File: src/rtl/slot_scheduler.sv
// slot_scheduler: round-robin time-slot scheduler for one shared timed resource.
// Grants are one-hot and registered. Each slot is bounded by an internal slot counter.
// Guard cycles are inserted between consecutive owners.
// Optional build macro SLOT_SCHED_STATS_EN adds per-requester saturating timeout
// counters, read through stat_sel/stat_val.
module slot_scheduler #(
    parameter int NUM_REQ   = 4,
    parameter int CNT_W     = 8,
    parameter int GUARD_CYC = 1
) (
    input  logic                       clk,
    input  logic                       rst_n,
    input  logic                       enable,
    input  logic [NUM_REQ-1:0]         req,
    input  logic [NUM_REQ-1:0]         done,
    input  logic [CNT_W-1:0]           slot_len,
`ifdef SLOT_SCHED_STATS_EN
    input  logic [$clog2(NUM_REQ)-1:0] stat_sel,
    output logic [7:0]                 stat_val,
`endif
    output logic [NUM_REQ-1:0]         gnt,
    output logic [$clog2(NUM_REQ)-1:0] gnt_idx,
    output logic                       busy,
    output logic [CNT_W-1:0]           slot_count,
    output logic                       timeout
);

    localparam int IDX_W = $clog2(NUM_REQ);
    localparam logic [NUM_REQ-1:0] GNT_ONE    = NUM_REQ'(1);
    localparam logic [IDX_W-1:0]   IDX_LAST   = IDX_W'(NUM_REQ - 1);
    localparam logic [IDX_W-1:0]   IDX_ONE    = IDX_W'(1);
    localparam logic [CNT_W-1:0]   CNT_ONE    = CNT_W'(1);
    localparam logic [3:0]         GUARD_LAST = 4'(GUARD_CYC - 1);

    typedef enum logic [1:0] {
        ST_IDLE  = 2'd0,
        ST_GRANT = 2'd1,
        ST_GUARD = 2'd2
    } state_t;

    state_t               state_r;
    logic [NUM_REQ-1:0]   gnt_r;
    logic [IDX_W-1:0]     gnt_idx_r;
    logic                 busy_r;
    logic [CNT_W-1:0]     slot_count_r;
    logic                 timeout_r;
    logic [IDX_W-1:0]     rr_ptr_r;
    logic [CNT_W-1:0]     len_r;
    logic [3:0]           guard_cnt_r;

    logic                 win_found_s;
    logic [IDX_W-1:0]     win_idx_s;
    logic [IDX_W-1:0]     cand_s;
    logic                 release_s;
    logic                 expire_s;
    logic                 to_evt_s;

    // Round-robin search: first asserted request at or above the pointer, wrapping.
    always_comb begin
        win_found_s = 1'b0;
        win_idx_s   = {IDX_W{1'b0}};
        cand_s      = {IDX_W{1'b0}};
        for (int i = 0; i < NUM_REQ; i++) begin
            cand_s = IDX_W'((int'(rr_ptr_r) + i) % NUM_REQ);
            if (!win_found_s && req[cand_s]) begin
                win_found_s = 1'b1;
                win_idx_s   = cand_s;
            end else begin
                win_found_s = win_found_s;
            end
        end
    end

    // Owner release (explicit done or dropped request) and slot expiry; len 0 wraps to all-ones.
    assign release_s = done[gnt_idx_r] | ~req[gnt_idx_r];
    assign expire_s  = (slot_count_r == (len_r - CNT_ONE));
    assign to_evt_s  = expire_s & ~release_s;

    // Scheduler FSM with registered grant, counter and status outputs.
    always_ff @(posedge clk or negedge rst_n) begin
        if (!rst_n) begin
            state_r      <= ST_IDLE;
            gnt_r        <= {NUM_REQ{1'b0}};
            gnt_idx_r    <= {IDX_W{1'b0}};
            busy_r       <= 1'b0;
            slot_count_r <= {CNT_W{1'b0}};
            timeout_r    <= 1'b0;
            rr_ptr_r     <= {IDX_W{1'b0}};
            len_r        <= {CNT_W{1'b0}};
            guard_cnt_r  <= 4'd0;
        end else begin
            case (state_r)
                ST_IDLE: begin
                    slot_count_r <= {CNT_W{1'b0}};
                    timeout_r    <= 1'b0;
                    guard_cnt_r  <= 4'd0;
                    if (enable && win_found_s) begin
                        state_r   <= ST_GRANT;
                        gnt_r     <= GNT_ONE << win_idx_s;
                        gnt_idx_r <= win_idx_s;
                        busy_r    <= 1'b1;
                        len_r     <= slot_len;
                        rr_ptr_r  <= (win_idx_s == IDX_LAST) ? {IDX_W{1'b0}} : (win_idx_s + IDX_ONE);
                    end else begin
                        state_r <= ST_IDLE;
                        gnt_r   <= {NUM_REQ{1'b0}};
                        busy_r  <= 1'b0;
                    end
                end
                ST_GRANT: begin
                    if (release_s || expire_s) begin
                        state_r      <= ST_GUARD;
                        gnt_r        <= {NUM_REQ{1'b0}};
                        slot_count_r <= {CNT_W{1'b0}};
                        timeout_r    <= to_evt_s;
                        guard_cnt_r  <= 4'd0;
                    end else begin
                        slot_count_r <= slot_count_r + CNT_ONE;
                        timeout_r    <= 1'b0;
                    end
                end
                ST_GUARD: begin
                    gnt_r        <= {NUM_REQ{1'b0}};
                    slot_count_r <= {CNT_W{1'b0}};
                    timeout_r    <= 1'b0;
                    if (guard_cnt_r == GUARD_LAST) begin
                        state_r <= ST_IDLE;
                        busy_r  <= 1'b0;
                    end else begin
                        guard_cnt_r <= guard_cnt_r + 4'd1;
                    end
                end
                default: begin
                    state_r      <= ST_IDLE;
                    gnt_r        <= {NUM_REQ{1'b0}};
                    busy_r       <= 1'b0;
                    slot_count_r <= {CNT_W{1'b0}};
                    timeout_r    <= 1'b0;
                    guard_cnt_r  <= 4'd0;
                end
            endcase
        end
    end

    assign gnt        = gnt_r;
    assign gnt_idx    = gnt_idx_r;
    assign busy       = busy_r;
    assign slot_count = slot_count_r;
    assign timeout    = timeout_r;

`ifdef SLOT_SCHED_STATS_EN
    logic [7:0] to_cnt_r [NUM_REQ];

    // Saturating per-requester timeout counters; gnt_idx still names the owner during the pulse.
    always_ff @(posedge clk or negedge rst_n) begin
        if (!rst_n) begin
            for (int i = 0; i < NUM_REQ; i++) begin
                to_cnt_r[i] <= 8'd0;
            end
        end else if (timeout_r && (to_cnt_r[gnt_idx_r] != 8'hFF)) begin
            to_cnt_r[gnt_idx_r] <= to_cnt_r[gnt_idx_r] + 8'd1;
        end else begin
            to_cnt_r[gnt_idx_r] <= to_cnt_r[gnt_idx_r];
        end
    end

    assign stat_val = to_cnt_r[stat_sel];
`endif

endmodule

File: config.mk
export PLATFORM = sky130hd
export DESIGN_NAME = slot_scheduler
export DESIGN_NICKNAME = d
export VERILOG_FILES = /design/src/rtl/slot_scheduler.sv
export SDC_FILE = /design/constraint.sdc
export NUM_CORES = 1
export LEC_CHECK = 0
export ABC_AREA = 1
export CAP_MARGIN = 10
export CORE_UTILIZATION = 35
export DETAILED_ROUTE_END_ITERATION = 16
export DONT_BUFFER_PORTS = 1
export HOLD_SLACK_MARGIN = 0.05
export PLACE_DENSITY_LB_ADDON = 0.15
export SLEW_MARGIN = 40
export SYNTH_ARGS = -nofsm -noshare
export SYNTH_HDL_FRONTEND = slang
export SYNTH_SLANG_ARGS = --single-unit
export TNS_END_PERCENT = 20
File: constraint.sdc
create_clock -name clk -period 2.67 [get_ports clk]
set_input_delay 0.1335 -clock clk [delete_from_list [all_inputs] [get_ports clk]]
set_output_delay 0.1335 -clock clk [all_outputs]
set_load 0.005 [all_outputs]
* Yosys cells after proc, flatten, opt, wreduce, memory -nomap -nowiden
Cells that the tools add are included.
** Operators by class
- Reduce and logical (&&, ||, !) cells :: 14
- Add/sub/neg operators :: 7
- Order comparisons :: 5
- Bitwise operators :: 5
- Equality and inequality tests :: 7
- Shift operators :: 1
- Mux-type cells :: 37
** Operators by type and width (number)
- $mux 8 :: 2
- $pmux 4 s2 :: 2
- $lt 2x3->1 const B :: 5
- $mux 1 :: 15
- $mux 2 :: 7
- $bmux 1 s2 :: 6
- $mux 4 :: 3
- $add 8x1->8 const B :: 1
- $eq 8x8->1 :: 1
- $reduce_and 2->1 :: 4
- $sub 8x1->8 const B :: 1
- $ne 2x2->1 const B :: 3
- $pmux 2 s3 :: 1
- $add 2x1->2 const B :: 2
- $add 2x2->2 const B :: 2
- $add 4x1->4 const B :: 1
- $eq 2x2->1 const B :: 2
- $logic_and 1x1->1 :: 4
- $logic_not 4->1 :: 1
- $shl 1x2->4 const A :: 1
- $logic_not 1->1 :: 3
- $not 1->1 :: 3
- $pmux 1 s3 :: 1
- $eq 2x1->1 const B :: 1
- 4 further kinds :: 4
** Storage, ports and cells
- Input bits :: 19
- Output and inout port bits :: 16
- Register bits after elaboration :: 32
- Word-level logic and storage cells :: 85

* Logic depth before layout (Yosys ltp)
Gate-level depths: netlist of run 1.
- Word-level depth :: 15
- Depth in mapped cells :: 15
- Gate-level depth less buffers :: 15

* Least setup slack after synthesis of run 1
Ideal clock, no wire load.
- Kind :: register to register
- Start point :: register rr_ptr_r[0]
- End point :: register rr_ptr_r[1]
- Setup slack :: 0.857 ns
- Library setup time :: 0.117 ns
- Path buffers :: 1
- Stages on the path, launching flop included :: 13
- Required time :: 2.553 ns
- Data arrival time :: 1.696 ns
- Period minus slack after synthesis :: 1.813 ns
- Cell sequence :: dfrtp_1 buf_6 nand2_1 o21ai_2 nand2_1 nand2_1 nor2_4 nand3_2 nand3_1 inv_1 ha_1 nand2_1 o21ai_2
** On the way
- Cells in the longest elaborated chain, start to end :: 14
- Elaborated cells on any way between the ends :: 30
- Those cells by class :: 4 x add/sub; 1 x eq/ne; 17 x mux; 8 x reduce/logical
** Ends and longest elaborated chain
- start: declaration :: line 47 : logic [IDX_W-1:0] rr_ptr_r;
- start signal: assignment :: line 88 : rr_ptr_r <= {IDX_W{1'b0}};
- start signal: assignment :: line 103 : rr_ptr_r <= (win_idx_s == IDX_LAST) ? {IDX_W{1'b0}} : (win_idx_s + IDX_ONE);
- branches (longest 11 deep; another with $add 2x1->2)
- $mux 2 (*) :: line 65 : if (!win_found_s && req[cand_s]) begin
- named net win_idx_s[0] :: line 52 : logic [IDX_W-1:0] win_idx_s;
- $add 2x1->2 or $eq 2x2->1 (tied branches) :: line 103
- $mux 2 (*) :: line 103
Mark *: on every way through the listed nets, which the timed path passes. The select of a mux whose other input is x is not followed.
A chain may end at the register's enable or synchronous reset.

* Final worst setup path of run 1
- Start point :: register len_r[0]
- End point :: register guard_cnt_r[0]
** On the way
- Cells in the longest elaborated chain, start to end :: 5
** Ends and longest elaborated chain
- start: declaration :: line 48 : logic [CNT_W-1:0] len_r;
- start signal: assignment :: line 89 : len_r <= {CNT_W{1'b0}};
- start signal: assignment :: line 102 : len_r <= slot_len;
- $sub 8x1->8 :: line 76 : assign expire_s = (slot_count_r == (len_r - CNT_ONE));
- $eq 8x8->1 :: line 76
- $logic_or 1x1->1 :: line 111 : if (release_s || expire_s) begin
- $ne 2x2->1 (no source line)
- $reduce_and 2->1 (no source line)
- end signal: assignment :: line 130 : guard_cnt_r <= guard_cnt_r + 4'd1;
- end: declaration :: line 49 : logic [3:0] guard_cnt_r;
No other way between the ends.

==> out/results.ini, run 1 <==
[cells_and_area]
diodes=0
drive_above_1_share_pct=14.2
final_common_cell=nand2_1
fin_util_pct=41.2
areaGrowthSynthToFinish_pct=11.4
fillerInstances=612
layout.nets=314
final_cell_mix=nand2_1 (83), inv_1 (37), dfrtp_1 (32)
stdcell_count=360

[detailed_routing]
initialDrtViolationCount=60
vias=1697
wl_per_cell_um=12.6
ant_nets=0
dr.pass1.iters=4
avgViaCountPerCell=4.71
drt-total-wl_mm=4.53
drc=0

[synth]
synthSimpleGateAreaFrac_pct=33.3
syn_area_um2=2070
synthXorXnorAreaFrac_pct=3.74
syn-num-nets=303
syn_area_per_cell_um2=7.51
yosys.area_share.adder_pct=4.83
synth-edff-count=0
synth_flop_cell=dfrtp_1
synthMuxAreaShare_pct=0
synth_top_family_by_area=simple AND/OR/NAND/NOR gates
yosys_register_bits=32
synth_warnings=0
synth_cell_types=35
ys_seq_area_share_pct=38.6
async_flop_share_pct=100
synth_compound_area_share_pct=9.54
synth_cells=276

[min_path]
min_path_type=input pin to flop

[worst_setup_path]
worstPathArrival_ps=2440
worst-path-buf-inv=1
critPathMaxStageDelay_ps=400
path_common_cell=nand2_1
cp.required_ps=2850
end_kind=flop
critical-path-slowest-cell=dfrtp_1
crit_fanout=11
path_class=flop to flop
cp_cell_sequence=inv_1 > ha_1 > nand2_1 > nor2_2 > nand3_1 > nand3_1 > nand2_1 > nor2_1 > nand2_2 > nand2_2 > nand2_1 > nand2_1 > nand2_1
path_delay_family=simple AND/OR/NAND/NOR gates
start_kind=flop

[power_and_ir_drop]
total_power_mw=2.44
p_leak_nw=1.16
power_density_nw_per_um2=1050
peakVddDrop_uv=505

[clocking]
cts_root_buffer=clkbuf_8
clk_transition_reported_paths_ps=70
clockBufferDepth=2
cts.sinks=32
cts_max_level=2
cts_buffers=5
cts_tree=done
clock_latency_ps=290
cts_setup_buffers=0

[sta]
setup-violations-final=0
finalSetupTns_ps=0
rsz0062_at_grt=no
post-route-period-util_pct=84.6
finClkSkew_ps=8.14
period_needed_ps=2260
fin_ws_ps=410
max_slew_margin_pct=70.9
final_max_slew_viol_count=0
hold_viol_final=0
tightest_slew_ps=437
fmax_mhz=442

[placed_design]
io_buffers=0
hpwl_mm=3.31
place_ws_ps=276
gp_congestion=0.803
dp.cells=342

[global_routing]
grt_usage_pct=16.1
grt_max_degree=33
antenna_found_initial=0
grt_pass1_vias=1685
grt_pass1_wl_mm=7.68
overflow=0

[die]
design.die.area_um2=6240
dieHeight_um=79.0
io_pins=35
start_util_pct=37.0
die_x_um=79.0
coreArea_um2=5610
rows=27

[outcome]
status=finished, final reports clean

[job]
drv_cap=0

==> cells by family after synthesis <==
logic type,Yosys count
buffers and inverters,45
xor gates and xnor gates,8
DFF,32
and+or+nand+nor,155
AOI/OAI and AO/OA,28
adders and majority gates,8
==> per-layer routing <==
metal / track usage, % / wire length (um)
met5: 0 / 0
met4: 6.55 / 38
met3: 5.98 / 249
met2: 25.4 / 2160
met1: 19.6 / 2080
==> sequential cells by signal, indices dropped and copies added, names as in the netlist <==
| name | flops |
|---|---|
| timeout | 1 |
| rr_ptr_r | 2 |
| gnt_idx | 2 |
| guard_cnt_r | 4 |
| state_r | 2 |
| busy | 1 |
| len_r | 8 |
| slot_count | 8 |
| gnt | 4 |
==> worst min-delay path, cell delays in order <==
cell and delay (ps):
nor3b_1 150, nand2_4 120, nand2_1 60
==> worst paths after layout <==
check,start,to,slack [ps],cells past startpoint
max reg2reg,len_r[0],guard_cnt_r[0],410,13
max,len_r[0],guard_cnt_r[0],410,13
min,enable,state_r[0],220,3
max in group asynchronous,rst_n,busy,2180,2
min in group asynchronous,rst_n,len_r[0],300,2
min reg2reg,guard_cnt_r[2],guard_cnt_r[2],510,2
==> cells in the mapped netlist, types with 2 or more instances <==
cell type   n  share of area [%]
nand2_1    84                 15
inv_1      37                6.7
dfrtp_1    32                 39
nor2_1     26                4.7
nand3_1    24                5.8
o21ai_2    12                5.1
ha_1        8                4.8
a21oi_1     6                1.4
nand2_2     6                1.8
xnor2_1     4                1.7
buf_6       3                1.6
o21ai_1     3               0.72
xor2_1      3                1.3
buf_2       2               0.48
nand3_2     2               0.97
nor3_1      2               0.48
nor3_2      2               0.97
o21ai_0     2               0.48
or2_2       2               0.60
==> metrics by stage <==
stage | hold WS, ps | area, um2
floorplan | -162 | 2070
global placement | -161 | 2100
detailed placement | -161 | 2100
CTS | 205 | 2310
global route | 205 | 2310
finish | 216 | 2310
==> where the power goes <==
group,total (mW),switching [mW],internal [mW],leakage [nW]
Clock,0.400,0.194,0.206,0.0510
Combinational,1.26,0.818,0.445,0.690
Sequential,0.773,0.152,0.621,0.423
Total,2.44,1.16,1.27,1.16
==> layout make-up <==
cell class / count / area, um2 / area share (%)
Multi-Input combinational cell: 199 / 1070 / 46.2
Sequential cell: 32 / 801 / 34.7
Inverter: 39 / 149 / 6.45
Timing Repair Buffer: 10 / 110 / 4.77
Tap cell: 72 / 90.1 / 3.90
Clock buffer: 6 / 82.6 / 3.58
Clock inverter: 2 / 10.0 / 0.433
==> what timing repair did <==
action,in CTS,in global routing
resized for setup,0,1
endpoints found under the setup margin,0,2
hold buffers,10,0
endpoints found under the hold margin,40,0
Power figures use the tool's default switching activity.
==> run 2: changes to the inputs <==
clock period = 2 ns   (was 2.67 ns; I/O delays follow)
==> run 2 against run 1 <==
  * Die area stayed put
  * Hold slack better by 33 ps
  * Clock-buffer cell count up 2
==> out/results.ini, run 2 (same netlist as run 1, synthesis figures left out) <==
[worst_setup_path]
path_common_cell=nand2_2
cp.required_ps=2170
start_kind=flop
path_class=flop to flop
critPathMaxStageDelay_ps=450
end_kind=flop
critical-path-slowest-cell=dfrtp_2
cp_cell_sequence=buf_8 > xor2_4 > nand2_2 > o21ai_4 > nor2_4 > nand3_1 > nand2_2 > inv_2 > ha_1 > nand2_1 > o21ai_2
crit_fanout=6
worstPathArrival_ps=2050

[sta]
max_slew_margin_pct=76.6
finClkSkew_ps=7.44
post-route-period-util_pct=94.2
final_max_slew_viol_count=0
period_needed_ps=1880
hold_slack_ps=249
setup-violations-final=0
tightest_slew_ps=350
hold_viol_final=0
fin_ws_ps=116
fmax_mhz=531
rsz0062_at_grt=yes
finalSetupTns_ps=0

[cells_and_area]
drive_above_1_share_pct=23.0
final_common_cell=nand2_1
diodes=0
stdcell_count=376
layout.nets=330
final_cell_mix=nand2_1 (79), inv_1 (36), dfrtp_1 (30)
areaGrowthSynthToFinish_pct=22.5
final_area_um2=2540

[die]
design.die.area_um2=6240
coreArea_um2=5610
die_x_um=79.0
rows=27
dieHeight_um=79.0
io_pins=35
start_util_pct=37.0

[detailed_routing]
drt-total-wl_mm=4.57
avgViaCountPerCell=4.69
drc=0
dr.pass1.iters=4
wl_per_cell_um=12.2
ant_nets=0
initialDrtViolationCount=95
vias=1763

[clocking]
clockBufferDepth=2
cts_max_level=2
cts_buffers=5
clock_latency_ps=280
clk_transition_reported_paths_ps=70
cts.sinks=32
cts_tree=done
cts_root_buffer=clkbuf_8

[global_routing]
grt_usage_pct=15.2
antenna_found_initial=0
grt_pass1_wl_mm=7.36
grt_max_degree=33
grt_pass1_vias=1624
overflow=0

[placed_design]
io_buffers=0
hpwl_mm=3.32
dp.cells=353
gp_congestion=0.741
placed_area_um2=2190
place_ws_ps=-47.7

[power_and_ir_drop]
peakVddDrop_uv=901
power.share.switching_pct=45.8
clkPwrFrac_pct=14.2
pwr-share-comb_pct=58.2
power_density_nw_per_um2=1470
p_leak_nw=1.26
p_int_mw=2.02
switching_power_mw=1.70
seqPwrFrac_pct=27.6

[min_path]
min_path_type=input pin to flop

[outcome]
status=finished, final reports clean

[job]
drv_cap=0

## run 2: power by group through the flow
stage          registers [mW]  logic, mW  clock network (mW)
2_1_floorplan           0.955       1.51                   0
3_3_place_gp             1.05       1.80                   0
3_5_place_dp             1.05       1.81                   0
4_1_cts                  1.05       1.86               0.550
5_1_grt                  1.06       2.46               0.568
6_report                 1.03       2.17               0.529
## run 2: what timing repair did
item                                    in CTS  in global routing
resized for setup                            1                 27
setup buffers                                0                  5
pin swaps                                    0                  5
hold buffers                                10                  0
hold endpoints to repair                    40                  0
endpoints found under the setup margin       3                 17
gates cloned                                 0                  0
## run 2: layer usage
metal / vias to the layer above / track usage, % / wire, um
met3: 5 / 4.60 / 251
met2: 35 / 25.8 / 2240
met1: 809 / 18.6 / 2030
met5: - / 0 / 0
met4: 0 / 4.36 / 46
li1: 914 / - / -
## run 2: path summary, 6_finish.rpt
path                                start              to  slack, ps  cells after the start
min in group asynchronous           rst_n        len_r[5]        280                      2
hold reg to reg            guard_cnt_r[0]  guard_cnt_r[0]        500                      2
max in group asynchronous           rst_n     rr_ptr_r[1]       1530                      2
setup reg to reg              rr_ptr_r[0]     rr_ptr_r[1]        120                     11
hold / removal                     enable      state_r[0]        250                      4
setup / recovery              rr_ptr_r[0]     rr_ptr_r[1]        120                     11
## run 2: final cells by class
type                       count  area, um2
fill                         564       3070
multi-input combinational    199       1160
sequential                    32        803
timing repair buffer          26        241
inverter                      39        149
clock buffer                   8       90.1
tap                           72       90.1
## run 2: worst max-delay path, delay by kind of cell (launching register included)
| kind | cells | cell delay (ps) |
|---|---|---|
| fa+ha+maj | 1 | 260 |
| simple gates | 5 | 570 |
| buf+inv | 2 | 200 |
| xor+xnor | 1 | 160 |
| compound gates | 2 | 130 |
| flops | 1 | 450 |
## run 2: metrics by stage
step                util [%]  power, mW
floorplan                  -       2.47
global placement        39.0       2.85
detailed placement      39.0       2.86
CTS                     42.6       3.45
global route            45.3       4.09
finish                  45.3       3.72
==> run 3: changes to the inputs <==
--- a/config.mk
+++ b/config.mk
@@ -8,5 +8,7 @@
 export ABC_AREA = 1
 export CAP_MARGIN = 10
-export CORE_UTILIZATION = 35
+export CELL_PAD_IN_SITES_DETAIL_PLACEMENT = 1
+export CELL_PAD_IN_SITES_GLOBAL_PLACEMENT = 2
+export CORE_UTILIZATION = 32
 export DETAILED_ROUTE_END_ITERATION = 16
 export DONT_BUFFER_PORTS = 1
==> constraint.sdc (replaced) <==
create_clock -name clk -period 2 [get_ports clk]
set_input_delay 0.1 -clock clk [delete_from_list [all_inputs] [get_ports clk]]
set_output_delay 0.1 -clock clk [all_outputs]
set_load 0.1 [all_outputs]
==> run 3 against run 2 <==
  * Power increased by 15%
  * Core utilization is 1.7 points lower
  * Critical endpoint unchanged
  * Critical path type unchanged
  * Clock power rose by 2%
==> out/results.ini, run 3 (same netlist as run 1, synthesis figures left out) <==
[cells_and_area]
layout.nets=344
multiInputGateArea_um2=1160
final_common_cell=nand2_1
diodes=0
ff_latch_area_um2=808
areaGrowthSynthToFinish_pct=28.1
fillerInstances=788
stdcell_count=393
final_cell_mix=nand2_1 (76), inv_1 (36), buf_4 (27)
drive_above_1_share_pct=28.9

[detailed_routing]
dr.max_layer_used=met4
routedLengthMet1_mm=2.19
ant_nets=0
initialDrtViolationCount=48
wl_per_cell_um=13.2
avgViaCountPerCell=4.67
wl_met2_mm=2.76
drt-total-wl_mm=5.19
vias=1835
drc=0
dr.pass1.iters=4
wl_met3_um=180

[sta]
post-route-period-util_pct=94.5
setup-violations-final=0
max_slew_margin_pct=74.5
rsz0062_at_grt=yes
finClkSkew_ps=8.28
tightest_slew_ps=382
hold_viol_final=0
final_max_slew_viol_count=0
fmax_mhz=529
period_needed_ps=1890

[placed_design]
gp_congestion=0.733
dp.cells=370
io_buffers=0
hpwl_mm=3.96

[power_and_ir_drop]
total_power_mw=4.27
power_density_nw_per_um2=1610
peakVddDrop_uv=1240
p_leak_nw=1.33

[min_path]
min_path_type=input pin to flop
hp-start=enable
hold_depth=3
hold-path-endpoint=state_r[0]

[global_routing]
antenna_found_initial=0
grt_pass1_vias=1890
grt_usage_pct=17.1
grt_max_degree=33
overflow=0
grt_pass1_wl_mm=8.59

[die]
coreArea_um2=6100
design.die.area_um2=6800
start_util_pct=34.0
die_x_um=82.5
io_pins=35
rows=28
dieHeight_um=82.5

[worst_setup_path]
r2r_slack_ps=110
critPathMaxStageDelay_ps=420
r2r_end=rr_ptr_r[1]
critical-path-slowest-cell=dfrtp_1
start_kind=flop
worstPathArrival_ps=2070
crit_fanout=7
path_class=flop to flop
end_kind=flop
reg2reg_from=rr_ptr_r[0]
cp.required_ps=2180
ff2ff_path_depth=11
cp_cell_sequence=buf_6 > o21ai_4 > nor2_2 > a21oi_2 > nand3b_1 > nand3_2 > nand2_2 > inv_2 > ha_1 > nand2_1 > o21ai_2

[clocking]
cts.sinks=32
cts_tree=done
cts_max_level=2
cts_buffers=5
cts_root_buffer=clkbuf_8
clock_latency_ps=290
clk_transition_reported_paths_ps=70
clockBufferDepth=2

[job]
drv_cap=0

[outcome]
status=finished, final reports clean

## run 3: changes by cell type in the layout (fill, tap and decap cells not counted), moves of 3 or more
cell / delta
nand2_2: +3
buf_4: +13
dfrtp_2: +4
dfrtp_1: -4
nand2_1: -3
## run 3: worst max path at each step
stage / startpoint / cells past startpoint / slack [ps] / end
3_5_place_dp: rr_ptr_r[0] / 12 / -100 / rr_ptr_r[1]
5_1_grt: rr_ptr_r[0] / 12 / -50 / rr_ptr_r[1]
3_3_place_gp: rr_ptr_r[0] / 12 / -60 / rr_ptr_r[1]
2_1_floorplan: slot_count[5] / 8 / 5 / state_r[1]
6_report: rr_ptr_r[0] / 11 / 110 / rr_ptr_r[1]
4_1_cts: rr_ptr_r[0] / 12 / 2 / rr_ptr_r[1]
## run 3: per-stage QoR
| step | TNS, ps | utilization (%) | setup slack, ps | instance area [um2] | hold WS (ps) |
|---|---|---|---|---|---|
| finish | 0 | 43.6 | 110 | 2660 | 171 |
| global route | -49.2 | 43.6 | -49.2 | 2660 | 183 |
| CTS | 0 | 41.4 | 2.39 | 2520 | 151 |
| detailed placement | -111 | 37.8 | -104 | 2300 | -195 |
| global placement | -55.6 | 37.8 | -55.6 | 2300 | -195 |
| floorplan | 0 | - | 4.95 | 2080 | -196 |
## run 3: timing repair
action	CTS	global route
hold buffers	10	0
endpoints found under the hold margin	40	0
pin swaps	0	3
setup buffers	0	5
endpoints found under the setup margin	2	12
resized for setup	6	22
## run 3: critical path: cells and delay by family, from the launching register on
kind	cells	cell delay [ps]
adder cells (fa/ha/maj)	1	270
flip-flops	1	420
buffers and inverters	2	220
AND/OR/NAND/NOR	5	490
AO/OA/AOI/OAI	3	380
## run 3: cell type report
class,instances,share of cell area [%]
Tap cell,75,3.53
Clock buffer,6,3.11
Sequential cell,32,30.4
Inverter,39,5.70
Clock inverter,2,0.377
Multi-Input combinational cell,199,43.8
Timing Repair Buffer,40,13.1
## run 3: report_power, final
group	total (mW)	switching, mW	internal [mW]
sequential	0.997	0.163	0.834
clock	0.539	0.264	0.275
combinational	2.73	1.76	0.972
## run 3: per-layer routing
| metal | vias to the layer above | GRT usage [%] |
|---|---|---|
| li1 | 941 | - |
| met1 | 866 | 18.9 |
| met2 | 23 | 31.9 |
| met3 | 5 | 3.74 |
| met4 | 0 | 6.21 |
| met5 | - | 0 |
